$ cat config.mk
export PLATFORM = sky130hd
export DESIGN_NAME = semaphore_head
export DESIGN_NICKNAME = d
export VERILOG_FILES = /design/src/rtl/semaphore_head.sv
export SDC_FILE = /design/constraint.sdc
export NUM_CORES = 1
export LEC_CHECK = 0
export CAP_MARGIN = 5
export CELL_PAD_IN_SITES_DETAIL_PLACEMENT = 2
export CELL_PAD_IN_SITES_GLOBAL_PLACEMENT = 2
export CORE_MARGIN = 2
export CORE_UTILIZATION = 36
export DETAILED_ROUTE_END_ITERATION = 12
export PLACE_DENSITY_LB_ADDON = 0.1
export SLEW_MARGIN = 15
export SYNTH_ARGS = -nofsm -noshare
export SYNTH_HDL_FRONTEND = slang
export SYNTH_SLANG_ARGS = --single-unit
$ cat constraint.sdc
create_clock -name CLK -period 3.1 [get_ports CLK]
set_input_delay 0.31 -clock CLK [delete_from_list [all_inputs] [get_ports CLK]]
set_output_delay 0.31 -clock CLK [all_outputs]
set_load 0.03 [all_outputs]
$ cat src/rtl/semaphore_head.sv
`default_nettype none
// ============================================================================
// Module   : semaphore_head
// Purpose  : Per-head lamp driver turning change pulses into timed
//            red/yellow/green sequences, with off-mode yellow flashing.
// Revision : 1.0 - initial release
// ============================================================================
module semaphore_head #(
    parameter int CYCLES_PER_SEC = 48000000,
    parameter int YELLOW_S       = 3,
    parameter int CNT_W          = 8
) (
    input  logic       CLK,
    input  logic       reset,
    input  logic       en,
    input  logic       set,
    input  logic       change,
    output logic       lamp_r,
    output logic       lamp_y,
    output logic       lamp_g,
    output logic       busy,
    output logic       done,
    output logic [2:0] state
);

    localparam int               PRE_W     = (CYCLES_PER_SEC > 1) ? $clog2(CYCLES_PER_SEC) : 1;
    localparam logic [PRE_W-1:0] C_PRE_MAX = PRE_W'(CYCLES_PER_SEC - 1);
    localparam logic [CNT_W-1:0] C_YEL     = CNT_W'(YELLOW_S);
    localparam logic [CNT_W-1:0] C_ONE     = CNT_W'(1);

    typedef enum logic [2:0] {
        S_OFF   = 3'd0,
        S_RED   = 3'd1,
        S_GREEN = 3'd2,
        S_YEL2G = 3'd3,
        S_YEL2R = 3'd4
    } state_t;

    state_t           r_state;
    state_t           w_nxt;
    logic [PRE_W-1:0] r_pre;
    logic [CNT_W-1:0] r_cnt;
    logic [CNT_W-1:0] w_cnt_nxt;
    logic             r_blink;
    logic             w_blink_nxt;
    logic             w_tick;
    logic             w_done_nxt;
    logic             w_yel_nxt;

    always_comb begin
        w_tick      = (r_pre == C_PRE_MAX);
        w_nxt       = r_state;
        w_cnt_nxt   = r_cnt;
        w_blink_nxt = r_blink;
        w_done_nxt  = 1'b0;
        if (!en) begin
            // Disable abandons any yellow timer; flashing starts dark.
            w_nxt = S_OFF;
            if (r_state == S_OFF) begin
                if (w_tick) begin
                    w_blink_nxt = ~r_blink;
                end
            end else begin
                w_blink_nxt = 1'b0;
            end
        end else begin
            case (r_state)
                S_OFF: begin
                    w_nxt       = set ? S_RED : S_GREEN;
                    w_blink_nxt = 1'b0;
                end
                S_RED: begin
                    if (change) begin
                        w_nxt     = S_YEL2G;
                        w_cnt_nxt = C_YEL;
                    end
                end
                S_GREEN: begin
                    if (change) begin
                        w_nxt     = S_YEL2R;
                        w_cnt_nxt = C_YEL;
                    end
                end
                S_YEL2G, S_YEL2R: begin
                    if (w_tick) begin
                        w_cnt_nxt = r_cnt - C_ONE;
                        if (r_cnt == C_ONE) begin
                            w_nxt      = (r_state == S_YEL2G) ? S_GREEN : S_RED;
                            w_done_nxt = 1'b1;
                        end
                    end
                end
                default: begin
                    w_nxt       = S_OFF;
                    w_blink_nxt = 1'b0;
                end
            endcase
        end
        w_yel_nxt = (w_nxt == S_YEL2G) || (w_nxt == S_YEL2R);
    end

    always_ff @(posedge CLK) begin
        if (reset) begin
            r_state <= S_OFF;
            r_pre   <= '0;
            r_cnt   <= '0;
            r_blink <= 1'b0;
            lamp_r  <= 1'b0;
            lamp_y  <= 1'b0;
            lamp_g  <= 1'b0;
            busy    <= 1'b0;
            done    <= 1'b0;
        end else begin
            r_state <= w_nxt;
            r_cnt   <= w_cnt_nxt;
            r_blink <= w_blink_nxt;
            // Restarting the prescaler on a state change makes every interval whole seconds.
            r_pre   <= ((w_nxt != r_state) || w_tick) ? '0 : r_pre + PRE_W'(1);
            lamp_r  <= (w_nxt == S_RED);
            lamp_g  <= (w_nxt == S_GREEN);
            lamp_y  <= w_yel_nxt || ((w_nxt == S_OFF) && w_blink_nxt);
            busy    <= w_yel_nxt;
            done    <= w_done_nxt;
        end
    end

    assign state = r_state;

endmodule
`default_nettype wire

[Word level (Yosys, flattened, before mapping)]
Index checks and enable logic that the tools add are counted.
W data, S select, Z words.
Storage, ports and cells
  bits in registers: 43
  input port bits: 5
  output and inout bits: 8
Operators by class
  $add $sub $neg: 2
  equal/unequal tests: 13
  muxes and demuxes: 16
  bitwise logic cells: 4
  reductions and logical operators: 13
Operators by type and width (number)
  $add A26 B1 Y26 const B: 1
  $eq A26 B26 Y1 const B: 1
  $mux W8: 2
  $pmux W8 S2: 1
  $mux W3: 5
  $eq A3 B2 Y1 const B: 4
  $pmux W3 S4: 1
  $eq A8 B1 Y1 const B: 1
  $reduce_or A4 Y1: 2
  $sub A8 B1 Y8 const B: 1
  $eq A3 B1 Y1 const B: 2
  $eq A3 B3 Y1 const B: 2
  $logic_not A3 Y1: 2
  $reduce_or A2 Y1: 3
  $mux W1: 5
  $mux W2: 2
  $not A1 Y1: 4
  $reduce_and A4 Y1: 1
  $logic_or A1 B1 Y1: 3
  $ne A3 B3 Y1: 1
  $ne A2 B1 Y1 const B: 1
  $ne A2 B2 Y1 const B: 1
  $reduce_bool A2 Y1: 1
  $logic_and A1 B1 Y1: 1

[Logic depth before layout (Yosys ltp)]
  depth after elaboration: 9
  mapped depth: 10
  gate-level depth less buffers: 7

[Worst setup path before layout]
OpenSTA, ideal clock, no wires.
  path kind: reg2reg
  from: reg r_cnt[2]
  to: reg r_pre[10]
  slack: 0.206 ns
  arrival: 2.825 ns
  stages on the path, launching flop included: 9
  path buffers: 2
  path through: dfxtp_1 -> or4_4 -> or4b_4 -> nor4_4 -> mux2_4 -> a2111o_1 -> buf_6 -> buf_12 -> a21oi_1
On the way
  word-level cells in the longest chain between the ends: 8
RTL lines
  from (decl): RTL line 42  | logic [CNT_W-1:0] r_cnt;
  from (signal assigned): RTL line 115  | r_cnt <= w_cnt_nxt;
  $eq A8 B1 Y1: RTL line 87  | if (r_cnt == C_ONE) begin
  $mux W3: RTL line 87
  $mux W3: RTL line 85  | if (w_tick) begin
  $pmux W3 S4: RTL line 67  | case (r_state)
  $mux W3: RTL line 56  | if (!en) begin
  $ne A3 B3 Y1: RTL line 118  | r_pre <= ((w_nxt != r_state) || w_tick) ? '0 : r_pre + PRE_W'(1);
  $logic_or A1 B1 Y1: RTL line 118
  $reduce_or A2 Y1 (no source line)
  to (signal assigned): RTL line 118
  to (decl): RTL line 41  | logic [PRE_W-1:0] r_pre;
No other way between the ends.
A chain may end at the register's enable or synchronous reset.

[Worst setup path after layout]
  from: reg r_cnt[2]
  to: reg r_pre[1]
Same word-level chain as after synthesis.

==> results.yml <==
outcome:
  status: "finished clean"
synthesis:
  synth_fp_nets: 264
  synth_area_sq_mm: 0.002243
  synth_top_family_by_area: "simple AND/OR/NAND/NOR gates"
  synthMuxAreaShare_pct: 2.175
  synth_compound_area_share_pct: 13.61
  synthXorXnorAreaFrac_pct: 12.10
  yosys.area.top_type_share_pct: 38.37
  yosys.area_share.simple_pct: 25.77
  synth.area.top_cells: "dfxtp_1, xnor2_1, a21oi_1, nor2_1, xor2_1"
  synth_cell_types: 47
  synth_top_cell_by_area: "dfxtp_1"
  yosysSeqAreaShare_pct: 38.37
  yosys_register_bits: 43
  ys.warnings.count: 0
  synth_edf_count: 0
  ys.flop_type: "dfxtp_1"
  syn_avg_cell_area_sq_um: 8.763
  synthCells: 256
  synth_adder_area_share_pct: 1.673
  ys_async_sr_fraction_pct: 0
final_layout:
  post-route-util_pct: 42.52
  antenna_cells: 0
  mostFrequentLayoutCell: "dfxtp_1"
  layout_common_cells: "dfxtp_1, nor2_1, a21oi_1, xnor2_1, nand3_1"
  final_area_sq_mm: 0.002532
  num-nets-final: 275
  area_delta_synth_final_pct: 12.88
  drive_gt1_share_pct: 9.701
die:
  fp.coreArea_sq_mm: 0.005956
  die_y_microns: 82.94
  std_cell_rows: 28
  fp.dieArea_sq_mm: 0.006879
  initial_core_util_pct: 37.67
  die-width_microns: 82.94
  io_pins: 13
clocking:
  cts_htree_levels: 2
  tritoncts: "done"
  clock_sinks: 43
  post_cts_buffers: 0
  cts.path.max_buffers: 2
  clk_pin_slew_ns: 0.08
  root_buffer: "clkbuf_8"
  clk_latency_ns: 0.30
  cts_buffers: 5
global_routing:
  use_met2_pct: 26.25
  antenna_found_initial: 0
  grt_busiest_layer: "met2"
  grtUsageTotal_pct: 16.54
  met1_usage_pct: 22.36
  grtUsageMet3_pct: 3.877
  grt_max_degree: 27
  overflow: 0
  first_global_vias: 1851
  grt_pass1_wl_mm: 9.384
timing:
  tightest_slew_ns: 0.5589
  slew_headroom_pct: 62.46
  hold_viol: 0
  finalSetupTns_ns: 0
  fin_skew_ns: 0.01254
  slew_viol_final: 0
  setup-violations-final: 0
  fmax_mhz: 344.3
  rsz0062_at_grt: "no"
  fin_crit_sh_pct: 93.70
  period_needed_ns: 2.905
  setup_slack_ns: 0.1952
placed_design:
  postPlaceCellArea_sq_mm: 0.002400
  pre_cts_ws_ns: 0.07299
  dp_hpwl_mm: 3.891
  place_congestion: 0.7298
  port_buffers: 12
setup_path:
  cpMaxStageDelayCell: "or4_4"
  worst_ep_arrival_time_ns: 3.12
  cp-end-kind: "register"
  cp-start-kind: "register"
  reg2reg_from: "r_cnt[2]$_SDFFE_PP0P_"
  path_cells: "or4_4 > or4b_4 > nor4_4 > mux2_4 > a2111o_1 > buf_12 > a21boi_0"
  startpoint: "r_cnt[2]$_SDFFE_PP0P_"
  criticalPathCategory: "register to register"
  crit_path_max_fanout: 26
  max_stage_delay_ns: 0.57
  crit_required_ns: 3.32
detailed_routing:
  vias: 1838
  first_iter_violations: 50
  ant_nets: 0
  vias_per_cell: 5.359
  drcViolationCount: 0
  postRouteWirelength_mm: 5.451
  wl_per_cell_microns: 15.89
  first_pass_iters: 3
power_and_ir_drop:
  power_leakage_uw: 0.0008338
  p_per_area_mw_per_mm2: 475.1
  vdd_drop_max_v: 0.0003150
min_path:
  min_from: "r_pre[0]$_SDFF_PP0_"
  hold_path.class: "register to register"
run:
  maxCapViolations: 0
## metal layers
layer | part of all wire (%) | vias to the layer above
met3 | 2.1 | 7
li1 | - | 922
met5 | 0 | -
met4 | 1.3 | 0
met1 | 50 | 894
met2 | 46 | 15
## metrics by stage
stage	power, uW	cells	hold WS (ns)
detailed placement	701.1	335	0.4809
global route	1257	343	0.5183
finish	1203	343	0.4832
floorplan	672.2	256	0.4379
CTS	1223	343	0.4905
global placement	698.2	335	0.4663
## worst paths after layout
path / endpoint / slack, ns / cells past startpoint
worst max register to register: r_pre[1]$_SDFF_PP0_ / 0.20 / 7
worst min-delay path: r_pre[0]$_SDFF_PP0_ / 0.48 / 1
worst max-delay path: r_pre[1]$_SDFF_PP0_ / 0.20 / 7
worst min register to register: r_pre[0]$_SDFF_PP0_ / 0.48 / 1
## state kept, by name, indices dropped and copies added, names as in the netlist
register / cells
lamp_r: 1
state: 3
done: 1
busy: 1
lamp_y: 1
r_pre: 26
lamp_g: 1
r_cnt: 8
r_blink: 1
## timing repair
action	CTS	global route
resized for setup	0	0
setup endpoints to repair	0	26
hold buffers	0	0
## synth_stat cells (2+ instances only)
library cell,number
dfxtp_1,43
nor2_1,29
a21oi_1,28
xnor2_1,22
nand3_1,15
nor3_1,11
nand2_1,10
and3_1,9
inv_1,9
xor2_1,9
o21ai_0,8
clkbuf_1,6
nand4_1,5
buf_6,3
ha_1,3
mux2_2,3
or3_1,3
a211oi_1,2
buf_12,2
nand2b_1,2
nand3b_1,2
nor3b_1,2
nor4b_1,2
nor4bb_1,2
o211ai_1,2
o31ai_1,2
or2_2,2
## where the power goes
part / leakage (uW) / total, uW / internal (uW) / switching [uW]
logic: 0.000421 / 111 / 48.1 / 62.4
registers: 0.000348 / 576 / 563 / 13.4
clock network: 0.0000654 / 516 / 322 / 194
total: 0.000834 / 1200 / 933 / 270
## cells by family after synthesis
logic type	Yosys count
XOR/XNOR	31
AO/OA/AOI/OAI	50
AND/OR/NAND/NOR	103
buffers and inverters	22
flip-flops	43
adder cells (fa/ha/maj)	3
multiplexers	4
## layout make-up
type                    count  area (sq um)
repair buffers             17         170.2
well taps                  75         93.84
multi-input cells         191          1241
inverters                   9         33.78
flip-flops and latches     43         860.8
fillers                   681          3423
clock buffers               6         72.57
clock inverters             2         60.06
## critical path: cells and delay by family, from the launching register on
kind	cells	cell delay (ns)
buffers and inverters	1	0.18
AND/OR/NAND/NOR	3	1.32
multiplexers	1	0.38
flip-flops	1	0.36
AO/OA/AOI/OAI	2	0.57
No activity file was read; power rests on OpenSTA's default activity.
==> variant (same settings) <==
Change the parameter `CNT_W` from 8 to 9.
--- a/src/rtl/semaphore_head.sv
+++ b/src/rtl/semaphore_head.sv
@@ -8,7 +8,7 @@
 module semaphore_head #(
     parameter int CYCLES_PER_SEC = 48000000,
     parameter int YELLOW_S       = 3,
-    parameter int CNT_W          = 8
+    parameter int CNT_W          = 9
 ) (
     input  logic       CLK,
     input  logic       reset,
Formal check against the unedited RTL: no difference found for any inputs over 10 cycles, from zero or initial values and one cycle with reset high; that may be too few to reach the edited logic, so the function may still have changed.
==> variant against the original RTL <==
Area after synthesis up 2.1%; final area up 1.9%; non-clock buffer count down 3; setup slack better by 0.29 ns; routed wire length up 8.1%; maximum frequency up 11%; total power down 5.3%; via count up 8.0%; first-iteration DRC count up 16%; clock power down 17%; sequential share of layout area up 0.13 points; sequential cell count up 1; global-route usage up 1.7 points; critical path type unchanged.
==> variant: results (changes against the original RTL) <==
- The pin count of the biggest net entering global routing was 21 (-22%).
- The worst setup slack after placement came to 0.421 ns (+0.348 ns).
- The count of buffers from port buffering is 12 (unchanged).
- The met2 capacity usage during global routing came to 0.306 (+0.0437).
- The power consumed by sequential cells came to 590 µW (+2%).
- The amount of wire on met2 after detailed routing was 2800 µm (+11%).
- The total met3 wirelength after detailed routing is 123 µm (+5.1%).
- The mean cell area of the mapped netlist was 8.33 µm² (-5.0%).
- The post-detailed-placement cell area is 2480 µm² (+3.4%).
- The count of cells along the worst register-to-register path is 6 (-1).
- The flow ran to the end, and the final reports show no timing, DRC or antenna violations.
- The share of the core filled with cells in the final layout is 0.414 (-0.0116).
- The number of distinct library cells after synthesis is 49 (+4.3%).
- The average wire length per cell after detail routing was 16.3 µm (+2.4%).
- The maximum root-to-sink buffer count is 2 (unchanged).
- The largest voltage drop on the vdd net was 0.000172 V (-45%).
- The number of global-route vias before repair came to 2093 (+13%).
- The most critical setup path has its startpoint at r_pre[0]$_SDFF_PP0_.
- The fraction of the yosys area taken by sequential cells is 0.385 (+0.000985).
- The hold slack came to 0.466 ns (-0.0177 ns).
- The estimated wirelength of the detail-placed design was 4290 µm (+10%).
- The violation count after the first detailed-route iteration is 58 (+16%).
- The number of nets in the synthesized netlist was 283 (+7.2%).
- The total number of nets in the final design is 294 (+6.9%).
- The data arrival time of the critical path is 2.77 ns (-0.35 ns).
- The per-cell via count in the routed design came to 5.48 (+2.3%).
- The leakage power is 0.850 nW (+2.0%).
- The fraction of final layout cells with drive strength greater than 1 came to 0.0596 (-0.0374).
- The cell count after placement is 356 (+6.3%).
- The global placement routability congestion is 0.723 (-0.88%).
- The global-route met3 utilization is 0.0326 (-0.00613).
- The post-route worst setup slack is 0.488 ns (+0.293 ns).
- The total wire length is 5890 µm (+8.1%).
- After synthesis, the most frequently instantiated cells are sky130_fd_sc_hd__dfxtp_1 (44), sky130_fd_sc_hd__nor2_1 (39), sky130_fd_sc_hd__nand2_1 (18).
- The end point of the critical path is r_pre[12]$_SDFF_PP0_.
- The maximum net fanout on the critical path is 14 (-46%).
- The switching power as a share of total power is 0.251 (+0.0263).
- The global router's overall resource usage came to 0.182 (+0.0169).
- In the post-synthesis netlist, the biggest area contributors are sky130_fd_sc_hd__dfxtp_1 (38%), sky130_fd_sc_hd__nor2_1 (6.4%), sky130_fd_sc_hd__xnor2_1 (5.4%), sky130_fd_sc_hd__xor2_1 (4.2%), sky130_fd_sc_hd__nor3_1 (3.5%).
- The first-pass iteration count of the detailed router is 4 (+1).
- The global-route wire length before repair was 10300 µm (+10%).
- The clock group total power came to 429 µW (-17%).
- The part of the total power dissipated in the clock network is 0.376 (-0.053).
- CTS placed an instance of sky130_fd_sc_hd__clkbuf_8 at the clock tree root.
- The wire length the detailed router placed on met1 is 2890 µm (+5.2%).
- The actual slew at the worst max-slew pin is 0.736 ns (+0.177 ns).
- The global-route met1 utilization came to 0.241 (+0.0171).
- The async set-reset flop share out of synthesis is 0 (unchanged).
- The number of fill cells in the layout came to 709 (+4.1%).
- The worst setup skew after layout is 0.0116 ns (-0.000975 ns).
variant: critical path, cell delays in order (launching register included):
cell,delay [ns]
sky130_fd_sc_hd__dfxtp_1,0.38
sky130_fd_sc_hd__ha_1,0.21
sky130_fd_sc_hd__nand3_1,0.18
sky130_fd_sc_hd__or3_1,0.64
sky130_fd_sc_hd__or2_1,0.36
sky130_fd_sc_hd__nor4_2,0.59
sky130_fd_sc_hd__nor3_1,0.11
variant: cells by family after synthesis:
group | count (synthesis) | synth area share
multiplexers | 5 | 0.0219
AND/OR/NAND/NOR | 147 | 0.355
buffers and inverters | 18 | 0.0301
XOR/XNOR | 25 | 0.0956
flip-flops | 44 | 0.385
AO/OA/AOI/OAI | 33 | 0.0962
adder cells (fa/ha/maj) | 3 | 0.0164
variant: cell type report:
type	instances	area share
Multi-Input combinational cell	213	0.519
Clock buffer	5	0.0267
Tap cell	77	0.0373
Clock inverter	1	0.0116
Sequential cell	44	0.341
Timing Repair Buffer	14	0.0524
Inverter	8	0.0116
